===== config.mk =====
export PLATFORM = sky130hd
export DESIGN_NAME = la_capture_ctrl
export DESIGN_NICKNAME = d
export VERILOG_FILES = /design/src/rtl/la_pkg.sv /design/src/rtl/la_cmd_parser.sv /design/src/rtl/la_capture_ctrl.sv
export SDC_FILE = /design/constraint.sdc
export NUM_CORES = 1
export LEC_CHECK = 0
export BUFFER_PORTS_ARGS = -buffer_cell sky130_fd_sc_hd__buf_2
export CAP_MARGIN = 20
export CORE_MARGIN = 2
export CORE_UTILIZATION = 56
export DETAILED_ROUTE_END_ITERATION = 7
export GPL_ROUTABILITY_DRIVEN = 0
export GPL_TIMING_DRIVEN = 1
export PLACE_DENSITY_LB_ADDON = 0.25
export SLEW_MARGIN = 10
export SYNTH_ARGS = -nofsm -noshare
export SYNTH_HDL_FRONTEND = slang
export SYNTH_SLANG_ARGS = --single-unit

===== constraint.sdc =====
create_clock -name clk -period 4.14 [get_ports clk]
set_input_delay 0.414 -clock clk [delete_from_list [all_inputs] [get_ports clk]]
set_output_delay 0.414 -clock clk [all_outputs]
set_load 0.005 [all_outputs]

===== src/rtl/la_pkg.sv =====
// Shared definitions for the logic-analyser host sequencer: FSM states,
// command byte defaults and analyser config-byte field positions.
package la_pkg;

  typedef enum logic [3:0] {
    ST_IDLE,
    ST_GET_CFG,
    ST_GET_LH,
    ST_GET_LL,
    ST_ARM,
    ST_CAPTURE,
    ST_STOP,
    ST_DRAIN,
    ST_FLUSH,
    ST_DONE
  } la_state_e;

  localparam logic [7:0] HDR_BYTE_DEF   = 8'hA5;
  localparam logic [7:0] ABORT_BYTE_DEF = 8'h5A;

  localparam int unsigned CFG_RATE_MSB = 6;
  localparam int unsigned CFG_RATE_LSB = 4;
  localparam int unsigned CFG_EDGE     = 3;
  localparam int unsigned CFG_FREERUN  = 0;

  // States in which an abort byte from the host is honoured.
  function automatic logic abortable(input la_state_e st);
    return st inside {ST_GET_CFG, ST_GET_LH, ST_GET_LL, ST_ARM, ST_CAPTURE};
  endfunction

endpackage


===== src/rtl/la_cmd_parser.sv =====
// Collects CFG / LEN_H / LEN_L bytes of a command frame while the top FSM
// walks the GET_* states, and judges the frame on its last byte.
module la_cmd_parser
  import la_pkg::*;
#(
  parameter int unsigned LEN_W      = 16,
  parameter logic [7:0]  ABORT_BYTE = ABORT_BYTE_DEF
) (
  input  logic             clk,
  input  logic             rst_n,
  input  la_state_e        state,
  input  logic             rx_valid,
  input  logic [7:0]       rx_data,
  output logic [7:0]       cfg,
  output logic [LEN_W-1:0] len,
  output logic             frame_ok,
  output logic             cmd_err
);

  logic [7:0] cfg_q, cfg_d;
  logic [7:0] len_h_q, len_h_d;
  logic [7:0] len_l_q, len_l_d;
  logic       cmd_err_q, cmd_err_d;
  logic       rx_take;

  always_comb begin
    cfg_d     = cfg_q;
    len_h_d   = len_h_q;
    len_l_d   = len_l_q;
    cmd_err_d = 1'b0;
    frame_ok  = 1'b0;
    // An abort byte is never taken as frame payload.
    rx_take   = rx_valid && (rx_data != ABORT_BYTE);
    case (state)
      ST_GET_CFG: if (rx_take) cfg_d = rx_data;
      ST_GET_LH:  if (rx_take) len_h_d = rx_data;
      ST_GET_LL: begin
        if (rx_take) begin
          len_l_d   = rx_data;
          frame_ok  = (cfg_q != 8'h00) && ({len_h_q, rx_data} != 16'h0000);
          cmd_err_d = !frame_ok;
        end
      end
      default: ;
    endcase
  end

  always_ff @(posedge clk or negedge rst_n) begin
    if (!rst_n) begin
      cfg_q     <= '0;
      len_h_q   <= '0;
      len_l_q   <= '0;
      cmd_err_q <= 1'b0;
    end else begin
      cfg_q     <= cfg_d;
      len_h_q   <= len_h_d;
      len_l_q   <= len_l_d;
      cmd_err_q <= cmd_err_d;
    end
  end

  assign cfg     = cfg_q;
  assign len     = LEN_W'({len_h_q, len_l_q});
  assign cmd_err = cmd_err_q;

endmodule


===== src/rtl/la_capture_ctrl.sv =====
// Host-side sequencer: parses a command frame, arms the analyser, counts
// captured bytes, stops it, then drains the capture FIFO to UART TX.
module la_capture_ctrl
  import la_pkg::*;
#(
  parameter int unsigned LEN_W      = 16,
  parameter logic [7:0]  HDR_BYTE   = HDR_BYTE_DEF,
  parameter logic [7:0]  ABORT_BYTE = ABORT_BYTE_DEF,
  parameter int unsigned SETTLE     = 4
) (
  input  logic       clk,
  input  logic       rst_n,
  input  logic       rx_valid,
  input  logic [7:0] rx_data,
  output logic       cfg_valid,
  output logic [7:0] cfg_data,
  input  logic       cap_wen,
  input  logic       fifo_empty,
  output logic       fifo_rd_en,
  input  logic [7:0] fifo_rd_data,
  output logic       tx_valid,
  output logic [7:0] tx_data,
  input  logic       tx_ready,
  output logic       busy,
  output logic       done,
  output logic       cmd_err
);

  localparam int unsigned SW = $clog2(SETTLE + 1);

  la_state_e        state_q, state_d;
  logic [LEN_W-1:0] cap_cnt_q, cap_cnt_d;
  logic [LEN_W-1:0] lim_q, lim_d;
  logic [LEN_W-1:0] sent_cnt_q, sent_cnt_d;
  logic [LEN_W-1:0] rd_cnt_q, rd_cnt_d;
  logic [SW-1:0]    settle_q, settle_d;
  logic             cfg_valid_q, cfg_valid_d;
  logic [7:0]       cfg_data_q, cfg_data_d;
  logic             busy_q, busy_d;
  logic             done_q, done_d;
  logic             tx_valid_q, tx_valid_d;
  logic [7:0]       tx_data_q, tx_data_d;
  logic             skid_valid_q, skid_valid_d;
  logic [7:0]       skid_data_q, skid_data_d;
  logic             rd_pend_q, rd_pend_d;

  logic [7:0]       p_cfg;
  logic [LEN_W-1:0] p_len;
  logic             p_ok;
  logic             rx_abort;
  logic             accept;
  logic [1:0]       occ_after;
  logic [LEN_W-1:0] cap_inc;
  logic [LEN_W-1:0] target;

  la_cmd_parser #(
    .LEN_W      (LEN_W),
    .ABORT_BYTE (ABORT_BYTE)
  ) u_parser (
    .clk      (clk),
    .rst_n    (rst_n),
    .state    (state_q),
    .rx_valid (rx_valid),
    .rx_data  (rx_data),
    .cfg      (p_cfg),
    .len      (p_len),
    .frame_ok (p_ok),
    .cmd_err  (cmd_err)
  );

  always_comb begin
    state_d     = state_q;
    cap_cnt_d   = cap_cnt_q;
    lim_d       = lim_q;
    sent_cnt_d  = sent_cnt_q;
    rd_cnt_d    = rd_cnt_q;
    settle_d    = '0;
    cfg_valid_d = 1'b0;
    cfg_data_d  = cfg_data_q;
    fifo_rd_en  = 1'b0;

    rx_abort  = rx_valid && (rx_data == ABORT_BYTE) && abortable(state_q);
    cap_inc   = (cap_wen && (cap_cnt_q != '1)) ? cap_cnt_q + LEN_W'(1) : cap_cnt_q;
    target    = (cap_cnt_q < lim_q) ? cap_cnt_q : lim_q;
    accept    = tx_valid_q && tx_ready;
    occ_after = 2'(tx_valid_q) + 2'(skid_valid_q) + 2'(rd_pend_q) - 2'(accept);

    case (state_q)
      ST_IDLE: begin
        cap_cnt_d  = '0;
        sent_cnt_d = '0;
        rd_cnt_d   = '0;
        if (rx_valid && (rx_data == HDR_BYTE)) state_d = ST_GET_CFG;
      end
      ST_GET_CFG: if (rx_valid) state_d = ST_GET_LH;
      ST_GET_LH:  if (rx_valid) state_d = ST_GET_LL;
      ST_GET_LL:  if (rx_valid) state_d = p_ok ? ST_ARM : ST_IDLE;
      ST_ARM: begin
        cap_cnt_d  = '0;
        sent_cnt_d = '0;
        rd_cnt_d   = '0;
        lim_d      = p_len;
        state_d    = ST_CAPTURE;
      end
      ST_CAPTURE: begin
        cap_cnt_d = cap_inc;
        if (cap_inc >= lim_q) state_d = ST_STOP;
      end
      ST_STOP: begin
        cap_cnt_d = cap_inc;
        settle_d  = settle_q + SW'(1);
        if (settle_q == SW'(SETTLE - 1)) state_d = ST_DRAIN;
      end
      ST_DRAIN: begin
        // One more read only if its byte is sure to find room when it lands.
        fifo_rd_en = !fifo_empty && (rd_cnt_q < target) && (occ_after <= 2'd1);
        rd_cnt_d   = rd_cnt_q + LEN_W'(fifo_rd_en);
        sent_cnt_d = sent_cnt_q + LEN_W'(accept);
        if (sent_cnt_d == target) state_d = ST_FLUSH;
      end
      ST_FLUSH: begin
        fifo_rd_en = !fifo_empty;
        if (fifo_empty) state_d = ST_DONE;
      end
      ST_DONE: state_d = ST_IDLE;
      default: state_d = ST_IDLE;
    endcase

    // Abort drains whatever was captured: lift the limit so target = cap_cnt.
    if (rx_abort) begin
      state_d = ST_STOP;
      lim_d   = '1;
    end

    if (state_d == ST_ARM) begin
      cfg_valid_d = 1'b1;
      cfg_data_d  = p_cfg;
    end else if ((state_d == ST_STOP) && (state_q != ST_STOP)) begin
      cfg_valid_d = 1'b1;
      cfg_data_d  = '0;
    end

    busy_d = (state_d != ST_IDLE);
    done_d = (state_d == ST_DONE);

    rd_pend_d    = fifo_rd_en && (state_q == ST_DRAIN);
    tx_valid_d   = tx_valid_q;
    tx_data_d    = tx_data_q;
    skid_valid_d = skid_valid_q;
    skid_data_d  = skid_data_q;
    // Two-entry hand-off (tx reg + skid) so back-to-back reads give 1 byte/clk.
    if (!tx_valid_q || accept) begin
      if (skid_valid_q) begin
        tx_valid_d   = 1'b1;
        tx_data_d    = skid_data_q;
        skid_valid_d = rd_pend_q;
        if (rd_pend_q) skid_data_d = fifo_rd_data;
      end else if (rd_pend_q) begin
        tx_valid_d = 1'b1;
        tx_data_d  = fifo_rd_data;
      end else begin
        tx_valid_d = 1'b0;
      end
    end else if (rd_pend_q) begin
      skid_valid_d = 1'b1;
      skid_data_d  = fifo_rd_data;
    end
  end

  always_ff @(posedge clk or negedge rst_n) begin
    if (!rst_n) begin
      state_q      <= ST_IDLE;
      cap_cnt_q    <= '0;
      lim_q        <= '0;
      sent_cnt_q   <= '0;
      rd_cnt_q     <= '0;
      settle_q     <= '0;
      cfg_valid_q  <= 1'b0;
      cfg_data_q   <= '0;
      busy_q       <= 1'b0;
      done_q       <= 1'b0;
      tx_valid_q   <= 1'b0;
      tx_data_q    <= '0;
      skid_valid_q <= 1'b0;
      skid_data_q  <= '0;
      rd_pend_q    <= 1'b0;
    end else begin
      state_q      <= state_d;
      cap_cnt_q    <= cap_cnt_d;
      lim_q        <= lim_d;
      sent_cnt_q   <= sent_cnt_d;
      rd_cnt_q     <= rd_cnt_d;
      settle_q     <= settle_d;
      cfg_valid_q  <= cfg_valid_d;
      cfg_data_q   <= cfg_data_d;
      busy_q       <= busy_d;
      done_q       <= done_d;
      tx_valid_q   <= tx_valid_d;
      tx_data_q    <= tx_data_d;
      skid_valid_q <= skid_valid_d;
      skid_data_q  <= skid_data_d;
      rd_pend_q    <= rd_pend_d;
    end
  end

  assign cfg_valid = cfg_valid_q;
  assign cfg_data  = cfg_data_q;
  assign tx_valid  = tx_valid_q;
  assign tx_data   = tx_data_q;
  assign busy      = busy_q;
  assign done      = done_q;

endmodule


==> metrics.cfg <==
[outcome]
outcome=finished with violations
violations=negative setup slack

[power_and_ir_drop]
p_clk_share_pct=27.5
p_sw_share_pct=39.0
switching_power_mw=2.12
ir_worst_vdd_mv=0.423
intPower_mw=3.31
p_comb_share_pct=39.9
power_mw=5.44
seq_power_share_pct=32.7
power_density_nw_per_um2=527
leakage_nw=4.81

[critical_path]
critPathMaxStageDelay_ns=0.56
end_kind=register
rr_worst_depth=23
rr_startpoint=cap_cnt_q[8]
crit_path_max_fanout=7
critPathSlowestCell=o31ai_4
required_ns=4.46
start_kind=register
criticalPathCategory=reg -> reg
worstPathCellList=ha_1 -> and4_4 -> o211ai_1 -> o31ai_4 -> buf_4 -> o31ai_2 -> and2_4 -> ha_4 -> a21oi_2 -> nor2b_1 -> o21ai_1 -> nand2b_1 -> a41o_1 -> a21oi_2 -> a21oi_2 -> inv_2 -> ha_4 -> and3_4 -> and3_4 -> and3_4 -> nand4_1 -> nand3_1 -> o21ai_1
worstSetupStartpoint=cap_cnt_q[8]
cp.arrival_ns=4.85

[layout]
synthToLayoutAreaGrowth_pct=32.2
drive_above_1_share_pct=34.1
final_util_pct=75.2
nNetsFinal=1058
multi_input_area_um2=4910
layoutNonFillerInstCount=1174
antenna_cells=0
fill_cells=922
seq_area_um2=3150

[cts]
clk_path_buf_depth=2
htree_num_levels=4
clk_latency_ns=0.44
cts_sinks=126
clock-root-buffer=clkbuf_16
cts_buffers=17
clkTransAtPathRegs_ns=0.07
cts_tree=yes

[sta]
worst_slew_pin_slew_ns=0.958
rsz0062_at_grt=yes
relSlewSlack_pct=35.9
period_share_pct=110
hold_violations=0
fin_skew_ns=0.00800
setup_viol=25
drv_slew=0
fmaxAchievable_mhz=220
setup_slack_ns=-0.397
min_period_ns=4.54

[logic_synthesis]
synth_top_area_cell=dfrtp_1
async_reset_ff_share_pct=100
synthFlopType=dfrtp_1
netlist_instances=816
syn_avg_cell_area_um2=9.56
syn_nets=893
ys_seq_area_share_pct=40.4
synthTopCellsByArea=dfrtp_1 40%, ha_1 8.8%, mux2_2 4.0%, a21oi_1 3.7%, o21ai_0 3.7%
yosys-top-cells-count=126 x dfrtp_1, 65 x nand2_1, 58 x a21oi_1, 58 x o21ai_0, 57 x nor2_1
yosys_register_bits=126
ys_warn_count=0
ys_types=67
synth.most_common_cell=dfrtp_1
synth_top_area_share_pct=40.4
synth_edf_count=0
syn_area_um2=7800

[placed_design]
hpwl_um=15700
port_buffers=43
post-place-cells=1109
dp_slack_ns=-0.290

[die]
dieArea_um2=14900
rows=43
dieWidth_um=122
initial_core_util_pct=56.9
ios=44
die_y_um=122
core_area_um2=13700

[routing]
first_iter_violations=722
vias_per_cell=6.36
wl_um=23600
drc=0
drt-wirelength-per-cell_um=20.1
dr.pass1.iters=5
drt.antenna.violating_nets=0
vias=7466

[worst_hold_path]
hold_path_class=in -> reg
min_from=fifo_rd_data[4]
min_path_cells=2

[grt]
overflow=0
grt.total_usage_pct=31.3
grt_pass1_vias=7190
grt_max_degree=47
grt_first_pass_wirelength_um=36200
antenna_found_initial=0

[run]
max-cap-violations=0

-- kinds of logic after synthesis --
| family | Yosys count | share of synthesized area, % |
|---|---|---|
| AND/OR/NAND/NOR | 262 | 17.3 |
| AO/OA/AOI/OAI | 221 | 18.5 |
| flip-flops | 126 | 40.4 |
| buffers and inverters | 64 | 3.35 |
| adder cells (fa/ha/maj) | 55 | 8.82 |
| XOR/XNOR | 45 | 5.58 |
| multiplexers | 43 | 5.97 |
-- through the flow --
step,TNS (ns),area [um2],hold slack [ns]
global route,-10.10,10300,0.232
global placement,-2.72,9010,0.423
detailed placement,-4.89,9010,0.439
floorplan,-0.00394,7940,0.118
CTS,-0.649,9940,0.225
finish,-4.63,10300,0.227
-- critical path: cells and delay by family (launching register included) --
family / cells / cell delay, ns
adder cells (fa/ha/maj): 3 / 0.67
flip-flops: 1 / 0.42
AND/OR/NAND/NOR: 9 / 1.44
buffers and inverters: 2 / 0.29
AO/OA/AOI/OAI: 9 / 1.59
-- cells in the final DEF (no fill, tap or decap), types with 7 or more instances in the layout --
| cell type | netlist | routed |
|---|---|---|
| mux2_2 | 28 | 28 |
| a22o_1 | 14 | 14 |
| o211ai_1 | 20 | 20 |
| and2_1 | 14 | 10 |
| xor2_1 | 21 | 20 |
| nor2_1 | 57 | 52 |
| nor4_1 | 9 | 9 |
| nand3_1 | 26 | 20 |
| o21ai_1 | 2 | 15 |
| a21oi_1 | 58 | 47 |
| a21oi_2 | 0 | 11 |
| a21o_1 | 7 | 7 |
| clkbuf_16 | 0 | 17 |
| buf_2 | 1 | 42 |
| mux2i_1 | 15 | 15 |
| and3_1 | 13 | 7 |
| buf_6 | 2 | 15 |
| ha_4 | 0 | 11 |
| nor2b_1 | 7 | 7 |
| ha_1 | 55 | 42 |
| inv_1 | 27 | 22 |
| nor3_1 | 18 | 14 |
| o31ai_1 | 16 | 11 |
| nand4_1 | 27 | 27 |
| xnor2_1 | 21 | 19 |
| a211oi_1 | 9 | 9 |
| buf_4 | 1 | 125 |
| o21ai_0 | 58 | 40 |
| nand2_1 | 65 | 62 |
| dfrtp_1 | 126 | 125 |
-- what timing repair did --
item                       in CTS  in global routing
buffers inserted               17                 16
pin swaps                      31                 39
hold buffers                    1                  0
gates cloned                    0                  1
setup endpoints to repair      25                 28
hold endpoints to repair       39                  0
gates resized for setup        53                 60
-- power by group through the flow --
| stage | logic (mW) | clock network [mW] | registers [mW] |
|---|---|---|---|
| after floorplan | 1.18 | 0 | 1.70 |
| after global placement | 1.82 | 0 | 1.77 |
| after detailed placement | 1.90 | 0 | 1.78 |
| after CTS | 1.98 | 1.50 | 1.76 |
| after global routing | 2.35 | 1.56 | 1.81 |
| final | 2.17 | 1.49 | 1.78 |
-- cell type report --
type                    count  area share, %
clock buffers              17           4.13
multi-input cells         626           47.6
flip-flops and latches    126           30.6
well taps                 180           2.18
clock inverters            15           1.63
inverters                  27          0.983
repair buffers            183           12.9
-- per-layer routing --
metal,routed length [um],GRT usage (%),vias to the layer above
met4,1080,14.7,0
li1,-,-,3368
met2,11300,50.1,352
met5,0,0,-
met3,1610,7.02,110
met1,9610,40.5,3636
-- sequential cells by signal, indices dropped and copies added, names as in the netlist, 3 cells and up --
signal,cells
state_q,4
sent_cnt_q,16
cap_cnt_q,16
settle_q,3
u_parser.cfg,8
rd_cnt_q,16
u_parser.len_h_q,8
u_parser.len_l_q,8
lim_q,16
tx_data,8
cfg_data,8
skid_data_q,8
-- worst paths after layout --
path / to / slack [ns]
worst max register to register: rd_cnt_q[13] / -0.40
worst max-delay path: rd_cnt_q[13] / -0.40
max in group asynchronous: rd_cnt_q[0] / 2.61
worst min register to register: settle_q[0] / 0.46
min in group asynchronous: tx_data[3] / 0.51
worst min-delay path: skid_data_q[4] / 0.23
No activity file was read; power rests on OpenSTA's default activity.
